[config.mk]
export PLATFORM = sky130hd
export DESIGN_NAME = fetch_sequencer
export DESIGN_NICKNAME = d
export VERILOG_FILES = /design/src/rtl/fetch_sequencer_pkg.sv /design/src/rtl/fetch_timer.sv /design/src/rtl/fetch_sequencer.sv
export SDC_FILE = /design/constraint.sdc
export NUM_CORES = 1
export LEC_CHECK = 0
export ABC_AREA = 1
export BUFFER_PORTS_ARGS = -buffer_cell sky130_fd_sc_hd__buf_2
export CORE_ASPECT_RATIO = 0.75
export CORE_UTILIZATION = 25
export CTS_BUF_LIST = sky130_fd_sc_hd__clkbuf_8
export CTS_CLUSTER_SIZE = 8
export DETAILED_ROUTE_END_ITERATION = 10
export HOLD_SLACK_MARGIN = 0.05
export PLACE_DENSITY = 0.53
export SYNTH_ARGS = -nofsm -noshare
export SYNTH_HDL_FRONTEND = slang
export SYNTH_HIERARCHICAL = 1
export SYNTH_SLANG_ARGS = --single-unit
[constraint.sdc]
create_clock -name clk -period 4.85 [get_ports clk]
set_input_delay 0.485 -clock clk [delete_from_list [all_inputs] [get_ports clk]]
set_output_delay 0.485 -clock clk [all_outputs]
set_load 0.05 [all_outputs]
[src/rtl/fetch_sequencer_pkg.sv]
// rtl/fetch_sequencer_pkg.sv - shared opcodes, pc_control encodings and fetch FSM states
package fetch_sequencer_pkg;

    localparam logic [5:0] OPC_SPECIAL = 6'h00;
    localparam logic [5:0] OPC_J       = 6'h02;
    localparam logic [5:0] OPC_BRANCH  = 6'h04;
    localparam logic [5:0] OPC_HALT    = 6'h3F;
    localparam logic [5:0] FUNCT_JR    = 6'h08;

    localparam logic [3:0] PCC_SEQ     = 4'b0000;
    localparam logic [3:0] PCC_JR      = 4'b0001;
    localparam logic [3:0] PCC_J       = 4'b0010;
    localparam logic [3:0] PCC_BRANCH  = 4'b0011;

    typedef enum logic [2:0] {
        ST_IDLE   = 3'd0,
        ST_FETCH  = 3'd1,
        ST_EXEC   = 3'd2,
        ST_UPDATE = 3'd3,
        ST_HALT   = 3'd4,
        ST_FAULT  = 3'd5
    } fetch_state_t;

    // PC update select for a retiring instruction; not-taken branches fall through
    function automatic logic [3:0] decode_pc_control(
        input logic [5:0] opcode,
        input logic [5:0] funct,
        input logic       br_taken
    );
        logic [3:0] pcc;
        pcc = PCC_SEQ;
        if (opcode == OPC_J) begin
            pcc = PCC_J;
        end else if ((opcode == OPC_SPECIAL) && (funct == FUNCT_JR)) begin
            pcc = PCC_JR;
        end else if ((opcode == OPC_BRANCH) && br_taken) begin
            pcc = PCC_BRANCH;
        end
        return pcc;
    endfunction

endpackage

[src/rtl/fetch_timer.sv]
// rtl/fetch_timer.sv - imem wait-cycle counter, flags the last allowed FETCH cycle
module fetch_timer #(
    parameter int TIMEOUT = 255
) (
    input  logic clk,
    input  logic rst,
    input  logic i_count_en,
    output logic o_expire
);

    // The count reaches TIMEOUT on the edge that leaves the last allowed cycle
    localparam logic [7:0] LP_LAST = 8'(TIMEOUT - 1);

    logic [7:0] r_count;

    // Count while fetching; any other state holds the counter cleared for the next entry
    always_ff @(posedge clk or posedge rst) begin
        if (rst) begin
            r_count <= 8'd0;
        end else if (i_count_en) begin
            r_count <= r_count + 8'd1;
        end else begin
            r_count <= 8'd0;
        end
    end

    assign o_expire = i_count_en && (r_count == LP_LAST);

endmodule

[src/rtl/fetch_sequencer.sv]
// rtl/fetch_sequencer.sv - single-issue fetch/execute/update sequencer with halt and fetch timeout
module fetch_sequencer
    import fetch_sequencer_pkg::*;
#(
    parameter int         TIMEOUT  = 255,
    parameter logic [5:0] HALT_OPC = OPC_HALT
) (
    input  logic        clk,
    input  logic        rst,
    input  logic [31:0] pc,
    output logic        imem_req,
    output logic [31:0] imem_addr,
    input  logic        imem_ack,
    input  logic [31:0] imem_rdata,
    output logic [31:0] instr,
    output logic        instr_valid,
    input  logic        ex_done,
    input  logic        br_taken,
    output logic [4:0]  rs_addr,
    input  logic [31:0] rs_data,
    output logic        pc_en,
    output logic [3:0]  pc_control,
    output logic [25:0] jump_address,
    output logic [15:0] branch_offset,
    output logic [31:0] reg_address,
    output logic        halted,
    output logic        fault
);

    fetch_state_t r_state;
    fetch_state_t w_state_next;

    logic [31:0] r_instr;
    logic        r_instr_valid;
    logic [3:0]  r_pc_control;
    logic [31:0] r_reg_address;

    logic        w_expire;
    logic        w_fetching;
    logic        w_accept;
    logic        w_retire;
    logic        w_is_halt;

    assign w_is_halt = (r_instr[31:26] == HALT_OPC);

    fetch_timer #(
        .TIMEOUT (TIMEOUT)
    ) u_fetch_timer (
        .clk        (clk),
        .rst        (rst),
        .i_count_en (w_fetching),
        .o_expire   (w_expire)
    );

    // State register; reset parks in IDLE so the first fetch starts one clock after release
    always_ff @(posedge clk or posedge rst) begin
        if (rst) begin
            r_state <= ST_IDLE;
        end else begin
            r_state <= w_state_next;
        end
    end

    // Next state and state-decoded outputs; an ack wins over a same-cycle timeout
    always_comb begin
        w_state_next = r_state;
        w_fetching   = 1'b0;
        w_accept     = 1'b0;
        w_retire     = 1'b0;
        imem_req     = 1'b0;
        imem_addr    = 32'd0;
        pc_en        = 1'b0;
        pc_control   = PCC_SEQ;
        halted       = 1'b0;
        fault        = 1'b0;
        case (r_state)
            ST_IDLE: begin
                w_state_next = ST_FETCH;
            end
            ST_FETCH: begin
                imem_req   = 1'b1;
                imem_addr  = pc;
                w_fetching = 1'b1;
                if (imem_ack) begin
                    w_accept     = 1'b1;
                    w_state_next = ST_EXEC;
                end else if (w_expire) begin
                    w_state_next = ST_FAULT;
                end
            end
            ST_EXEC: begin
                if (ex_done) begin
                    w_retire     = 1'b1;
                    w_state_next = w_is_halt ? ST_HALT : ST_UPDATE;
                end
            end
            ST_UPDATE: begin
                pc_en        = 1'b1;
                pc_control   = r_pc_control;
                w_state_next = ST_FETCH;
            end
            ST_HALT: begin
                halted = 1'b1;
            end
            ST_FAULT: begin
                fault = 1'b1;
            end
            default: begin
                w_state_next = ST_IDLE;
            end
        endcase
    end

    // Instruction register and the decisions captured when execute retires the instruction
    always_ff @(posedge clk or posedge rst) begin
        if (rst) begin
            r_instr       <= 32'd0;
            r_instr_valid <= 1'b0;
            r_pc_control  <= PCC_SEQ;
            r_reg_address <= 32'd0;
        end else begin
            if (w_accept) begin
                r_instr       <= imem_rdata;
                r_instr_valid <= 1'b1;
            end
            if (w_retire) begin
                r_instr_valid <= 1'b0;
                r_pc_control  <= w_is_halt ? PCC_SEQ
                                           : decode_pc_control(r_instr[31:26], r_instr[5:0], br_taken);
                r_reg_address <= rs_data;
            end
        end
    end

    assign instr         = r_instr;
    assign instr_valid   = r_instr_valid;
    assign reg_address   = r_reg_address;
    assign rs_addr       = r_instr[25:21];
    assign jump_address  = r_instr[25:0];
    assign branch_offset = r_instr[15:0];

endmodule

==> results by group, run 1 <==
Drt
  – Routed WL: 11100 µm
  – Drt drc: 0
  – Metal-1 WL: 4980 µm
  – DRT antenna net count: 0
  – DR vias: 3705
  – Vias per cell: 4.02
  – Met2 Wirelength: 5310 µm
  – Metal3 WL: 723 µm
  – Drt first pass iters: 5
  – Max Used Layer: met4
  – Drt initial violations: 127
  – WL/cell: 12.1 µm

Timing
  – Pin slew with the least headroom to its limit: 0.849 ns
  – Final Max Tran Viols: 0
  – Final Hold Fails: 0
  – Slew margin rel.: 0.433
  – Final TNS setup: 0 ns
  – RSZ-0062 raised after global routing: false
  – Min Tclk post-route: 3.00 ns
  – Final setup violation count: 0
  – Worst Skew: 0.00811 ns
  – Peak Freq: 0.333 GHz
  – Fin crit share: 0.620

Flow run
  – Number of max-cap violations: 0

Clock network
  – H-tree depth: 3
  – Hold_buf cts: 0
  – Root buffer cell: clkbuf_8
  – Clock slew seen by the registers of the worst setup and hold paths: 0.09 ns
  – CTS Buf Count: 9
  – CTS tree: yes
  – Post-CTS Setup Bufs: 0
  – CTS sink cnt: 78
  – CTS max path bufs: 2
  – Clock Latency Late Sink: 0.37 ns
  – PostCTS Resize Cnt: 0

Synthesis
  – Ys Warns: 6
  – Gate Count Post-Synth: 516
  – Most common cell in the netlist: nand2_1
  – Cell taking the most area after synthesis: dfrtp_1
  – Syn Area/Cell: 7.68 µm²
  – Synth Register Bits: 78
  – Area contributors post-synth: dfrtp_1, nand2_1, buf_4
  – Post-synth top cells: nand2_1, dfrtp_1, nor2_1
  – Asr flop ratio synth: 1.00
  – Post-synth top area share: 0.493
  – Synthesized area: 0.00396 mm²
  – Count of different cell masters after synthesis: 24
  – Seq/Total Area, Yosys: 0.493
  – Ys flop type: dfrtp_1
  – EDFF count, synth: 0

Floorplan
  – Die ar.: 0.0164 mm²
  – FP Rows: 39
  – Die width: 147 µm
  – Die Y: 111 µm
  – Initial core utilization: 0.258
  – Top Ports: 253
  – Core ar.: 0.0154 mm²

Setup path
  – WS Path Type: reg -> out
  – Worst r2r path cells: 7
  – Worst setup EP type: primary output
  – Worst r2r dst: instr[4]$_DFFE_PP0P_
  – CP Capture Point: imem_req
  – CP max stage cell: inv_2
  – R2R Setup Slk: 2.18 ns
  – Crit path cell chain: inv_1, nand3_2, inv_2, buf_2
  – CP peak stage delay: 0.73 ns
  – Worst Path Arrival: 2.52 ns
  – Largest delay contributor family on the critical path: buffers and inverters
  – Crit. path cell count: 4
  – Worst path required time: 4.37 ns
  – Worst Path Max Fanout: 37
  – Worst Path Buf+Inv: 3
  – Critical path origin: r_state[1]$_DFFE_PP0P_
  – R2r startpoint: r_state[1]$_DFFE_PP0P_
  – Crit path launch type: flip-flop

Global routing
  – Largest net degree at the start of global routing: 52
  – Total grt overflow: 0
  – Number of global-route vias before repair: 3469
  – First-pass GRT wire length: 17600 µm
  – Overall Global Routing Usage: 0.139
  – Antenna violations before repair: 0

Place
  – Cells after DPL: 906
  – Area after DPL: 0.00499 mm²
  – IO Port Bufs: 250
  – Hpwl dp: 8230 µm
  – Gpl congestion: 0.735

Layout
  – Fin cells: 922
  – Storage element area: 0.00195 mm²
  – Post-route design area: 0.00518 mm²
  – Share of cells above drive strength 1: 0.389
  – Final #Nets: 815
  – Final antenna diode count: 0
  – Filler Cell Count: 1676
  – Multi-input logic area: 0.00130 mm²
  – P&R area growth vs syn: 30.7%

Power and ir drop
  – Power per cell area: 248 mW/mm²
  – Clock power share: 0.364
  – Int Power: 0.923 mW
  – Comb power frac: 0.113
  – Max VDD drop: 0.116 mV
  – Reg power frac: 0.522
  – Static Leak: 3.37 nW
  – Switch Pwr: 0.363 mW
  – Sw Ratio: 0.282

Run status
  – Run status: finished, final reports clean

Hold path
  – Tightest Hold Check Type: in -> async
-- per-stage QoR --
stage                      util  hold slack, ns  worst slack [ns]  power, mW
after floorplan               -           0.301              2.60      0.768
after global placement    0.325           0.451              2.22      0.832
after detailed placement  0.325           0.453              2.11      0.832
after CTS                 0.337          0.0793              1.75       1.31
after global routing      0.337           0.101              1.59       1.35
final                     0.337          0.0847              1.85       1.29
-- sequential cells by signal (all words and copies together) (netlist names) --
signal                 cells
u_fetch_timer/r_count      8
r_state                    3
reg_address               32
instr_valid                1
r_pc_control               2
instr                     32
-- metal layers --
layer	vias to the layer above	GRT usage
met5	-	0
met4	0	0.0412
met3	10	0.0366
met2	153	0.241
met1	1660	0.169
li1	1882	-
-- cell usage in the layout (no fill, tap or decap), drive strengths merged --
master and n:
a21oi 8, and2 1, buf 252, clkbuf 11, clkinv 4, clkinvlp 2, conb 2, dfrtp 78
ha 2, inv 57, nand2 191, nand3 36, nand4 2, nor2 63, nor3 2, o21ai 4
or2 1, xor2 1
-- final cells by class --
cell class                 instances  share of cell area
clock buffer                      11              0.0292
clock inverter                     5             0.00652
inverter                          58              0.0423
multi-input combinational        313               0.251
sequential                        78               0.377
tap                              205              0.0495
timing repair buffer             252               0.245
-- how the worst min path moves through the flow --
stage	cells after the start	to	startpoint	slack, ns
2_1_floorplan	1	u_fetch_timer/r_count[0]$_DFF_PP0_	rst	0.30
3_3_place_gp	2	reg_address[23]$_DFFE_PP0P_	reg_address[23]$_DFFE_PP0P_	0.45
3_5_place_dp	2	reg_address[14]$_DFFE_PP0P_	reg_address[14]$_DFFE_PP0P_	0.45
4_1_cts	2	instr[3]$_DFFE_PP0P_	rst	0.08
5_1_grt	2	instr[3]$_DFFE_PP0P_	rst	0.10
6_report	2	instr[3]$_DFFE_PP0P_	rst	0.08
-- power groups by stage --
stage / combinational [mW] / sequential, mW / clock (mW)
after floorplan: 0.0337 / 0.735 / 0
after global placement: 0.148 / 0.684 / 0
after detailed placement: 0.149 / 0.684 / 0
after CTS: 0.149 / 0.671 / 0.494
after global routing: 0.159 / 0.673 / 0.518
final: 0.146 / 0.671 / 0.468
-- worst register-to-register path, stage by stage, from the launching register on --
cell and delay (ns):
dfrtp_1 0.42, inv_1 0.11, nand3_2 0.49, inv_2 0.73, nand2_1 0.25, buf_4 0.33, nor2_1 0.15, a21oi_1 0.05
-- logic make-up after synthesis --
group           share of synthesized area
flops                               0.493
simple gates                        0.303
fa+ha+maj                         0.00632
compound gates                     0.0152
xor+xnor                          0.00221
other cells                      0.000947
buf+inv                             0.180
Note: power is estimated with default switching activity, not from simulation.
==> run 2, diff against run 1 <==
- clock period: 4.85 -> 2.97 ns (I/O delays scaled with it)
==> run 2 against run 1 <==
Sequential share of layout area down 0.47 points; sequential power up 64%; flip-flop and latch count unchanged; largest power group unchanged; power up 69%; routed wire length down 0.73%; die area unchanged.
==> results by group, run 2 (synthesis gave the netlist of run 1 again) <==
Run status
  – Run status: finished, final reports clean (unchanged)

Global routing
  – Total grt overflow: 0 (unchanged)
  – Antenna violations before repair: 0 (unchanged)
  – Number of global-route vias before repair: 3479 (was 3469)
  – First-pass GRT wire length: 17900 µm (was 17600 µm)
  – Largest net degree at the start of global routing: 36 (was 52)
  – Overall Global Routing Usage: 0.141 (was 0.139)

Drt
  – DR vias: 3724 (was 3705)
  – Drt drc: 0 (unchanged)
  – DRT antenna net count: 0 (unchanged)
  – Vias per cell: 4.01 (was 4.02)
  – WL/cell: 11.9 µm (was 12.1 µm)
  – Routed WL: 11100 µm (about the same)
  – Drt initial violations: 98 (was 127)
  – Drt first pass iters: 6 (was 5)

Timing
  – RSZ-0062 raised after global routing: false (unchanged)
  – Final Hold Fails: 0 (unchanged)
  – Final Max Tran Viols: 0 (unchanged)
  – Final TNS setup: 0 ns (unchanged)
  – Fin crit share: 0.731
  – Final hold slack: 0.110 ns (was 0.0847 ns)
  – Final setup violation count: 0 (unchanged)
  – Slew margin rel.: 0.591 (was 0.433)
  – Min Tclk post-route: 2.17 ns
  – Worst Skew: 0.0166 ns (was 0.00811 ns)
  – Pin slew with the least headroom to its limit: 0.612 ns (was 0.849 ns)
  – Peak Freq: 0.461 GHz

Clock network
  – PostCTS Resize Cnt: 0 (unchanged)
  – H-tree depth: 3 (unchanged)
  – CTS tree: yes (unchanged)
  – Post-CTS Setup Bufs: 0 (unchanged)
  – CTS max path bufs: 2 (unchanged)
  – CTS sink cnt: 78 (unchanged)
  – Clock Latency Late Sink: 0.38 ns (was 0.37 ns)
  – CTS Buf Count: 9 (unchanged)
  – Root buffer cell: clkbuf_8 (unchanged)
  – Clock slew seen by the registers of the worst setup and hold paths: 0.10 ns (was 0.09 ns)

Setup path
  – Crit path launch type: flip-flop (unchanged)
  – Worst path required time: 2.67 ns (was 4.37 ns)
  – Worst setup EP type: primary output (unchanged)
  – Worst Path Max Fanout: 20 (was 37)
  – Worst Path Arrival: 1.87 ns (was 2.52 ns)
  – WS Path Type: reg -> out (unchanged)

Floorplan
  – FP Rows: 39 (unchanged)
  – Initial core utilization: 0.258 (unchanged)
  – Die width: 147 µm (unchanged)
  – Die ar.: 0.0164 mm² (unchanged)
  – Die Y: 111 µm (unchanged)
  – Top Ports: 253 (unchanged)
  – Core ar.: 0.0154 mm² (unchanged)

Place
  – Gpl congestion: 0.749 (was 0.735)
  – Hpwl dp: 8460 µm (was 8230 µm)
  – IO Port Bufs: 250 (unchanged)

Layout
  – P&R area growth vs syn: 32.4% (was 30.7%)
  – Most frequent cells in the layout: buf_2, nand2_1, dfrtp_1, nor2_1, inv_1 (unchanged)
  – Final antenna diode count: 0 (unchanged)
  – Share of cells above drive strength 1: 0.393 (was 0.389)
  – Commonest non-fill, non-tap cell in the layout: buf_2 (unchanged)
  – Final #Nets: 821 (was 815)
  – Multi-input logic area: 0.00130 mm² (unchanged)
  – Filler Cell Count: 1688 (was 1676)
  – Storage element area: 0.00195 mm² (unchanged)

Power and ir drop
  – Max VDD drop: 0.154 mV (was 0.116 mV)
  – Overall power: 2.17 mW (was 1.29 mW)
  – Static Leak: 3.41 nW (was 3.37 nW)
  – Power per cell area: 414 mW/mm² (was 248 mW/mm²)

Flow run
  – Number of max-cap violations: 0 (unchanged)

Hold path
  – Tightest Hold Check Type: in -> reg (was in -> async)
run 2: cell count changes in the layout (fill, tap and decap cells not counted), sizes merged:
cell	before	now
buf	252	257
bufinv	0	1
clkbuf	11	9
clkinvlp	2	0
dlygate4sd3	0	1
inv	57	60
run 2: per-layer routing:
metal  routed length (µm)  part of all wire  GRT usage
met5                    0                 0          0
met3                  705             0.064     0.0342
met4                  167             0.015     0.0515
met2                 5280              0.48      0.235
met1                 4910              0.44      0.176
run 2: worst paths after layout:
path,slack (ns),end,cells after the start,from
worst min register to register,0.47,reg_address[23]$_DFFE_PP0P_,2,reg_address[23]$_DFFE_PP0P_
worst max register to register,1.22,r_state[2]$_DFFE_PP0P_,10,r_state[1]$_DFFE_PP0P_
worst min-delay path,0.11,reg_address[26]$_DFFE_PP0P_,3,rs_data[26]
worst max-delay path,0.80,imem_req,5,r_state[1]$_DFFE_PP0P_
max in group asynchronous,1.74,reg_address[14]$_DFFE_PP0P_,4,rst
min in group asynchronous,0.45,u_fetch_timer/r_count[5]$_DFF_PP0_,3,rst
run 2: per-stage QoR:
stage	setup WS, ns	cells	area [µm²]	utilization
floorplan	0.905	517	3970	-
global placement	1.20	911	5030	0.327
detailed placement	1.16	911	5030	0.327
CTS	0.744	928	5240	0.341
global route	0.619	928	5240	0.341
finish	0.800	928	5240	0.341
run 2: worst max-delay path: stages, from the launching register on:
cell and delay [ns]:
dfrtp_1 0.42, inv_1 0.11, nand3_2 0.09, inv_2 0.26, buf_4 0.31, buf_2 0.31
run 2: timing repair:
| item | 4_1_cts | 5_1_grt |
|---|---|---|
| hold buffers | 1 | 0 |
| hold endpoints to repair | 33 | 0 |
| endpoints found under the setup margin | 0 | 0 |
run 2: where the power goes:
part	internal (mW)	switching [mW]
Combinational	0.0765	0.163
Sequential	1.08	0.0121
Clock	0.398	0.436
Total	1.56	0.611
run 2: cell type report:
type	count	share of cell area
Multi-Input combinational cell	313	0.248
Clock buffer	9	0.0236
Tap cell	205	0.0489
Sequential cell	78	0.372
Timing Repair Buffer	258	0.251
Inverter	58	0.0418
Clock inverter	7	0.0150
